### src/rtl/dec_pkg.sv
// Shared types and constants for the registered 3-to-8 hold decoder.
// Holds the FSM state encoding and the one-hot helper.
package dec_pkg;

    localparam int DEC_N  = 8;
    localparam int CODE_W = 3;

    typedef enum logic [1:0] {
        IDLE = 2'd0,
        HOLD = 2'd1,
        GAP  = 2'd2
    } state_t;

    function automatic logic [DEC_N-1:0] onehot(input logic [CODE_W-1:0] code);
        logic [DEC_N-1:0] v;
        v       = '0;
        v[code] = 1'b1;
        return v;
    endfunction

endpackage

### src/rtl/hold_counter.sv
// Down-counter with load, clear and zero flag, shared by the HOLD and GAP phases.
// It saturates at zero, so a stray decrement can never wrap around.
module hold_counter #(
    parameter int CNT_W = 8
) (
    input  logic             clk,
    input  logic             rst_n,
    input  logic             clr,
    input  logic             load,
    input  logic [CNT_W-1:0] load_val,
    input  logic             dec,
    output logic [CNT_W-1:0] cnt,
    output logic             zero
);

    always_ff @(posedge clk or negedge rst_n) begin
        if (!rst_n) begin
            cnt <= '0;
        end else if (clr) begin
            cnt <= '0;
        end else if (load) begin
            cnt <= load_val;
        end else if (dec && (cnt != '0)) begin
            cnt <= cnt - 1'b1;
        end
    end

    assign zero = (cnt == '0);

endmodule

### src/rtl/decoder_3x8_hold.sv
// Registered 3-to-8 decoder: accepts a code over valid/ready, holds its one-hot
// line for HOLD_CYCLES cycles, then forces GAP_CYCLES all-zero cycles.
module decoder_3x8_hold
    import dec_pkg::*;
#(
    parameter int HOLD_CYCLES = 4,
    parameter int GAP_CYCLES  = 1,
    parameter int CNT_W       = 8
) (
    input  logic clk,
    input  logic rst_n,
    input  logic en,
    input  logic in_valid,
    output logic in_ready,
    input  logic b0,
    input  logic b1,
    input  logic b2,
    output logic d0,
    output logic d1,
    output logic d2,
    output logic d3,
    output logic d4,
    output logic d5,
    output logic d6,
    output logic d7,
    output logic busy,
    output logic done
);

    localparam logic [CNT_W-1:0] HOLD_LOAD = CNT_W'(HOLD_CYCLES - 1);
    localparam logic [CNT_W-1:0] GAP_LOAD  = (GAP_CYCLES > 0) ? CNT_W'(GAP_CYCLES - 1) : '0;

    state_t              state, state_n;
    logic [CODE_W-1:0]   code_q, code_n, code_in;
    logic [DEC_N-1:0]    d_q, d_n;
    logic                done_q, done_n;
    logic                load, dec, clr, zero;
    logic [CNT_W-1:0]    load_val, cnt;

    assign code_in = {b2, b1, b0};

    hold_counter #(.CNT_W(CNT_W)) u_cnt (
        .clk      (clk),
        .rst_n    (rst_n),
        .clr      (clr),
        .load     (load),
        .load_val (load_val),
        .dec      (dec),
        .cnt      (cnt),
        .zero     (zero)
    );

    always_ff @(posedge clk or negedge rst_n) begin
        if (!rst_n) begin
            state  <= IDLE;
            code_q <= '0;
            d_q    <= '0;
            done_q <= 1'b0;
        end else begin
            state  <= state_n;
            code_q <= code_n;
            d_q    <= d_n;
            done_q <= done_n;
        end
    end

    // done is registered one cycle early so it lines up with the last HOLD cycle.
    always_comb begin
        state_n  = state;
        code_n   = code_q;
        load     = 1'b0;
        load_val = '0;
        dec      = 1'b0;
        clr      = 1'b0;
        done_n   = 1'b0;
        if (!en) begin
            state_n = IDLE;
            clr     = 1'b1;
        end else begin
            unique case (state)
                IDLE: begin
                    if (in_valid) begin
                        state_n  = HOLD;
                        code_n   = code_in;
                        load     = 1'b1;
                        load_val = HOLD_LOAD;
                        done_n   = (HOLD_CYCLES == 1);
                    end
                end
                HOLD: begin
                    if (zero) begin
                        if (GAP_CYCLES > 0) begin
                            state_n  = GAP;
                            load     = 1'b1;
                            load_val = GAP_LOAD;
                        end else begin
                            state_n = IDLE;
                        end
                    end else begin
                        dec    = 1'b1;
                        done_n = (cnt == CNT_W'(1));
                    end
                end
                GAP: begin
                    if (zero) state_n = IDLE;
                    else      dec     = 1'b1;
                end
                default: state_n = IDLE;
            endcase
        end
        d_n = (state_n == HOLD) ? onehot(code_n) : '0;
    end

    assign in_ready = en && (state == IDLE);
    assign busy     = (state != IDLE);
    assign done     = done_q;
    assign {d7, d6, d5, d4, d3, d2, d1, d0} = d_q;

endmodule
### config.mk
export PLATFORM = sky130hd
export DESIGN_NAME = decoder_3x8_hold
export DESIGN_NICKNAME = d
export VERILOG_FILES = /design/src/rtl/dec_pkg.sv /design/src/rtl/hold_counter.sv /design/src/rtl/decoder_3x8_hold.sv
export SDC_FILE = /design/constraint.sdc
export NUM_CORES = 1
export LEC_CHECK = 0
export ABC_AREA = 1
export CAP_MARGIN = 20
export CORE_MARGIN = 2
export CORE_UTILIZATION = 61
export CTS_BUF_LIST = sky130_fd_sc_hd__clkbuf_2 sky130_fd_sc_hd__clkbuf_4 sky130_fd_sc_hd__clkbuf_8
export CTS_CLUSTER_DIAMETER = 150
export CTS_CLUSTER_SIZE = 24
export DETAILED_ROUTE_END_ITERATION = 10
export PLACE_DENSITY = 0.91
export SETUP_SLACK_MARGIN = 0.02
export SLEW_MARGIN = 10
export SYNTH_ARGS = -nofsm -noshare
export SYNTH_HDL_FRONTEND = slang
export SYNTH_HIERARCHICAL = 1
export SYNTH_SLANG_ARGS = --single-unit
### constraint.sdc
create_clock -name clk -period 4.1 [get_ports clk]
set_input_delay 0.82 -clock clk [delete_from_list [all_inputs] [get_ports clk]]
set_output_delay 0.82 -clock clk [all_outputs]
set_load 0.02 [all_outputs]
==> summary.txt, run 1 <==
Clocking
  – H-tree levels: 1
  – Clock Tree Buf Depth: 2
  – Reg clk slew, reported paths: 0.13 ns
  – Post-CTS Setup Repair Bufs: 0
  – Clk_lat worst skew: 0.32 ns
  – Hold Buf Count CTS: 0
  – CTS tree: built
  – CTS Buf Count: 3
  – Post-CTS resize count: 0
  – Root buffer cell: clkbuf_4
  – Clock tree sinks: 22

Place
  – Post-placement cell count: 230
  – DP Area: 1640 um2
  – PortBufs: 17
  – Dpl hpwl: 2390 um
  – Gp weighted congestion: 0.821

GRT
  – Vias in the first global route: 1223
  – Initial antenna violation count: 0
  – First-pass GRT wire length: 5200 um
  – All-layer global routing usage: 26.2%
  – Global route overflow: 0
  – Largest net degree at the start of global routing: 23

STA
  – Hold violation count in the final report: 0
  – Share of the clock period used by the worst path after layout: 76.7%
  – Clock skew: 0.00202 ns
  – Final setup violation count: 0
  – RSZ-0062 raised after global routing: false
  – Fin crit period: 3.15 ns
  – Fin Setup TNS: 0 ns
  – Slew Limit Fails: 0
  – Fmax: 318 MHz

Yosys
  – Synth Area in Adders: 6.04%
  – Sequential share of the synthesized area: 38.0%
  – Multiplexer share of the synthesized area: 0.691%
  – Cells after Synth: 184
  – Compound-gate portion of the synthesized area: 7.08%
  – Avg Cell Area, Syn: 7.87 um2
  – Largest family of logic cells by synthesized area: simple AND/OR/NAND/NOR gates
  – Post-Synth XOR/XNOR Area: 0.604%
  – #FFs+latches synth: 22
  – Area leader, netlist: dfrtp_1
  – Synth top area cells: dfrtp_1, nand2_1, inv_1
  – Cell variety after synth: 30
  – Post-Synth Simple-Gate Area: 37.2%
  – Synth top area share: 38.0%
  – Synth Warn #: 6
  – Synthesized area: 1450 um2

Routing
  – Initial detailed-routing violation count: 64
  – Total number of vias: 1276
  – Met2 WL: 1750 um
  – Met3 wire len: 161 um
  – Total Wirelength: 3310 um
  – Antenna Violating Nets Remaining: 0
  – Drt drc: 0
  – Wire length on met1: 1340 um
  – Max layer used: met4
  – DRT Pass-1 Iters: 4
  – Via density: 5.43
  – Routed WL per cell: 14.1 um

Layout
  – Most frequent cells in the layout: nand2_1, inv_1, nor2_1, dfrtp_1
  – Leading cell type in the layout, fill and taps excluded: nand2_1
  – Antenna Cells: 0
  – Syn-to-layout area delta: 17.8%
  – Final #Nets: 222
  – Layout cells sized above 1: 16.9%
  – Register Area: 551 um2
  – Fillers: 158
  – Finished Layout Cells: 235
  – Post-layout instance area: 1710 um2
  – Multi-input gate area: 771 um2

Floorplan
  – FP Rows: 17
  – Die Wd: 52.7 um
  – Die area: 2780 um2
  – Initial Util: 64.9%
  – Die H: 52.7 um
  – Core footprint: 2230 um2
  – I/O pins: 18

Power
  – PwrDens: 664 nW/um2
  – Combinational share of power: 57.4%
  – Switching Share: 47.6%
  – Maximum vdd drop: 0.468 mV
  – P_sw: 539 uW
  – Pint: 594 uW
  – Leak Pwr: 0.000877 uW
  – Final Power: 1130 uW
  – Clock Power Share: 15.1%
  – Reg power frac: 27.5%

Critical path
  – Crit path launch type: input pin
  – CP Data Required Time: 3.28 ns
  – Crit path max fanout: 9
  – CP Capture Type: output pin
  – Crit path DAT: 2.33 ns
  – Crit Path Category: in2out

Run
  – Max-Cap Viols: 0

Run status
  – Outcome: complete, no violations

Hold path
  – Hold Path Class: reg2reg
cell type report:
class                      instances  area share, %
sequential                        22           32.3
timing repair buffer              18           10.9
tap                               28           2.05
inverter                          28           6.60
clock buffer                       3           1.32
multi-input combinational        135           45.2
clock inverter                     1           1.76
Yosys cell counts, drive strengths merged:
library cell	number
nand3b	1
buf	4
o21ai	8
or2	2
nand3	18
nor3b	1
ha	7
nor2	25
nor3	1
inv	28
nand2	50
o22ai	4
a21oi	3
dfrtp	22
o21bai	1
xor2	1
nand4	6
conb	1
mux2i	1
metrics by stage:
step / hold slack [ns] / setup slack (ns) / util, %
2_1_floorplan: 0.505 / 2.11 / -
3_3_place_gp: 0.533 / 0.994 / 73.4
3_5_place_dp: 0.542 / 0.977 / 73.4
4_1_cts: 0.575 / 0.968 / 75.7
5_1_grt: 0.603 / 0.904 / 76.4
6_report: 0.574 / 0.954 / 76.4
sequential cells by signal, summed over array words and instances, names as in the netlist:
name / count
code_q: 3
u_cnt/cnt: 8
d_q: 8
state: 2
done: 1
routing by layer:
layer / track usage (%) / vias up
met1: 29.3 / 603
met5: 0 / -
met2: 49.6 / 47
met3: 3.43 / 7
li1: - / 619
met4: 9.83 / 0
worst max-delay path, stage by stage:
cell and delay, ns:
clkdlybuf4s50_1 0.75, nand2_1 0.09, inv_1 0.07, clkdlybuf4s50_1 0.59
cells by family (layout without fill, tap and decap cells):
kind of cell / after synthesis / in the layout
AO/OA/AOI/OAI: 16 / 16
adder cells (fa/ha/maj): 7 / 7
AND/OR/NAND/NOR: 104 / 104
flip-flops: 22 / 22
multiplexers: 1 / 1
buffers and inverters: 32 / 50
XOR/XNOR: 1 / 1
other: 1 / 6
power by group through the flow:
stage | logic [uW] | registers [uW] | clock network (uW)
2_1_floorplan | 487 | 316 | 0
3_3_place_gp | 589 | 310 | 0
3_5_place_dp | 629 | 314 | 0
4_1_cts | 639 | 310 | 173
5_1_grt | 715 | 317 | 183
6_report | 651 | 311 | 172
worst paths after layout:
kind	from	to	slack, ns	depth (start not counted)
min in group asynchronous	rst_n	u_cnt/cnt[3]$_DFFE_PN0P_	0.73	1
min reg2reg	u_cnt/cnt[7]$_DFFE_PN0P_	done$_DFF_PN0_	0.57	2
max in group asynchronous	rst_n	code_q[2]$_DFF_PN0_	2.95	2
min	u_cnt/cnt[7]$_DFFE_PN0P_	done$_DFF_PN0_	0.57	2
max reg2reg	u_cnt/cnt[0]$_DFFE_PN0P_	u_cnt/cnt[7]$_DFFE_PN0P_	1.89	12
max	en	in_ready	0.95	4
(Power assumes the default switching activity.)
==> inputs of run 2 (changes only) <==
--- a/config.mk
+++ b/config.mk
@@ -8,12 +8,12 @@
 export ABC_AREA = 1
 export CAP_MARGIN = 20
 export CORE_MARGIN = 2
-export CORE_UTILIZATION = 61
+export CORE_UTILIZATION = 57
 export CTS_BUF_LIST = sky130_fd_sc_hd__clkbuf_2 sky130_fd_sc_hd__clkbuf_4 sky130_fd_sc_hd__clkbuf_8
 export CTS_CLUSTER_DIAMETER = 150
 export CTS_CLUSTER_SIZE = 24
 export DETAILED_ROUTE_END_ITERATION = 10
-export PLACE_DENSITY = 0.91
+export PLACE_DENSITY = 0.86
 export SETUP_SLACK_MARGIN = 0.02
 export SLEW_MARGIN = 10
 export SYNTH_ARGS = -nofsm -noshare
==> constraint.sdc (replaced) <==
create_clock -name clk -period 3 [get_ports clk]
set_input_delay 0.6 -clock clk [delete_from_list [all_inputs] [get_ports clk]]
set_output_delay 0.6 -clock clk [all_outputs]
set_load 0.02 [all_outputs]
==> run 2 against run 1 <==
- largest power group unchanged
- combinational power is 33% higher
- global-route usage fell by 3.9 points
- non-clock buffer count increased by 1
- critical endpoint unchanged
- cell area increased by 0.15%
- final cell count up 1.3%
- critical path depth rose by 1
- register-to-register slack got worse by 1.0 ns
- die area increased by 6.5%
- sequential share of layout area is essentially flat
==> summary.txt, run 2 (synthesis results as in run 1) <==
Floorplan
  – Die area: 2960 um2
  – FP Rows: 18
  – Die Wd: 54.4 um
  – Core footprint: 2430 um2
  – Initial Util: 59.6%
  – Die H: 54.4 um
  – I/O pins: 18

Layout
  – Final Core Density: 70.3%
  – Layout cells sized above 1: 17.3%
  – Final #Nets: 223
  – Leading cell type in the layout, fill and taps excluded: nand2_1
  – Syn-to-layout area delta: 18.0%
  – Fillers: 207
  – Antenna Cells: 0
  – Most frequent cells in the layout: nand2_1, inv_1, nor2_1, dfrtp_1
  – Top Registers: d_q: 8 flops, u_cnt/cnt: 8 flops, code_q: 3 flops

Power
  – PwrDens: 889 nW/um2
  – Maximum vdd drop: 0.559 mV
  – Leak Pwr: 0.000879 uW
  – Final Power: 1520 uW

Routing
  – Total number of vias: 1221
  – Total Wirelength: 3020 um
  – DRT Pass-1 Iters: 4
  – Wire length on met1: 1290 um
  – Via density: 5.13
  – Routed WL per cell: 12.7 um
  – Antenna Violating Nets Remaining: 0
  – Max layer used: met4
  – Drt drc: 0
  – Met2 WL: 1590 um
  – Met3 wire len: 117 um
  – Initial detailed-routing violation count: 29

STA
  – Fmax: 385 MHz
  – Fin crit period: 2.60 ns
  – RSZ-0062 raised after global routing: false
  – Final setup violation count: 0
  – Share of the clock period used by the worst path after layout: 86.5%
  – Fin Setup TNS: 0 ns
  – Slew Limit Fails: 0
  – Clock skew: 0.00192 ns
  – Hold violation count in the final report: 0

GRT
  – First-pass GRT wire length: 4750 um
  – All-layer global routing usage: 22.3%
  – Global route overflow: 0
  – Largest net degree at the start of global routing: 23
  – Vias in the first global route: 1122
  – Initial antenna violation count: 0

Critical path
  – Crit path DAT: 2.00 ns
  – Reg2Reg Depth: 8
  – Crit path max fanout: 9
  – CP Capture Type: output pin
  – CP Data Required Time: 2.40 ns
  – Critical Path End: in_ready
  – Critical path startpoint: state[1]$_DFF_PN0_
  – FF-to-FF End: u_cnt/cnt[7]$_DFFE_PN0P_
  – Crit Path Category: reg2out
  – Crit path launch type: flop
  – Worst reg2reg setup slack: 0.88 ns
  – RR Startpoint: state[1]$_DFF_PN0_

Clocking
  – Clock Tree Buf Depth: 2
  – Reg clk slew, reported paths: 0.13 ns
  – CTS Buf Count: 3
  – Root buffer cell: clkbuf_4
  – H-tree levels: 1
  – CTS tree: built
  – Post-CTS resize count: 0
  – Clk_lat worst skew: 0.31 ns
  – Clock tree sinks: 22
  – Hold Buf Count CTS: 0
  – Post-CTS Setup Repair Bufs: 0

Run
  – Max-Cap Viols: 0

Run status
  – Outcome: complete, no violations

Place
  – Gp weighted congestion: 0.827
  – Dpl hpwl: 2330 um
  – PortBufs: 17

Hold path
  – Hold Path Class: reg2reg
## run 2: cell count changes in the layout (fill, tap and decap cells not counted)
cell,delta
buf_4,+2
buf_8,-1
## run 2: final cells by class
| class | count | area (um2) | area share (%) |
|---|---|---|---|
| multi-input combinational | 135 | 771 | 45.1 |
| sequential | 22 | 551 | 32.2 |
| timing repair buffer | 19 | 185 | 10.8 |
| inverter | 28 | 113 | 6.59 |
| tap | 30 | 37.5 | 2.20 |
| clock inverter | 1 | 30.0 | 1.76 |
| clock buffer | 3 | 22.5 | 1.32 |
## run 2: worst max-delay path, cell delays in order, from the launching register on
cell and delay, ns:
dfrtp_1 0.46, inv_1 0.13, ha_1 0.35, nand2_1 0.09, inv_1 0.06, clkdlybuf4s50_1 0.59
## run 2: how the worst min path moves through the flow
stage	to	cells past startpoint	from
after floorplan	code_q[0]$_DFF_PN0_	0	rst_n
after global placement	code_q[2]$_DFF_PN0_	2	code_q[2]$_DFF_PN0_
after detailed placement	code_q[1]$_DFF_PN0_	2	code_q[1]$_DFF_PN0_
after CTS	code_q[1]$_DFF_PN0_	2	code_q[1]$_DFF_PN0_
after global routing	done$_DFF_PN0_	2	u_cnt/cnt[7]$_DFFE_PN0P_
final	code_q[1]$_DFF_PN0_	2	code_q[1]$_DFF_PN0_
## run 2: metal layers
| metal | vias up | global-route usage (%) |
|---|---|---|
| met3 | 2 | 2.46 |
| met2 | 33 | 43.0 |
| met5 | - | 0 |
| met4 | 0 | 5.00 |
| met1 | 565 | 26.1 |
| li1 | 621 | - |
## run 2: power breakdown
part	switching [uW]	total (uW)	internal, uW
clock	94.4	229	135
sequential	59.1	423	364
combinational	556	867	312
total	709	1520	811
## run 2: per-stage QoR
step	hold WS, ns	setup WS [ns]	cells	area (um2)
after global routing	0.607	0.264	238	1710
final	0.567	0.404	238	1710
after floorplan	0.304	1.13	189	1470
after detailed placement	0.540	0.613	234	1660
after CTS	0.571	0.393	238	1710
after global placement	0.537	0.632	234	1660
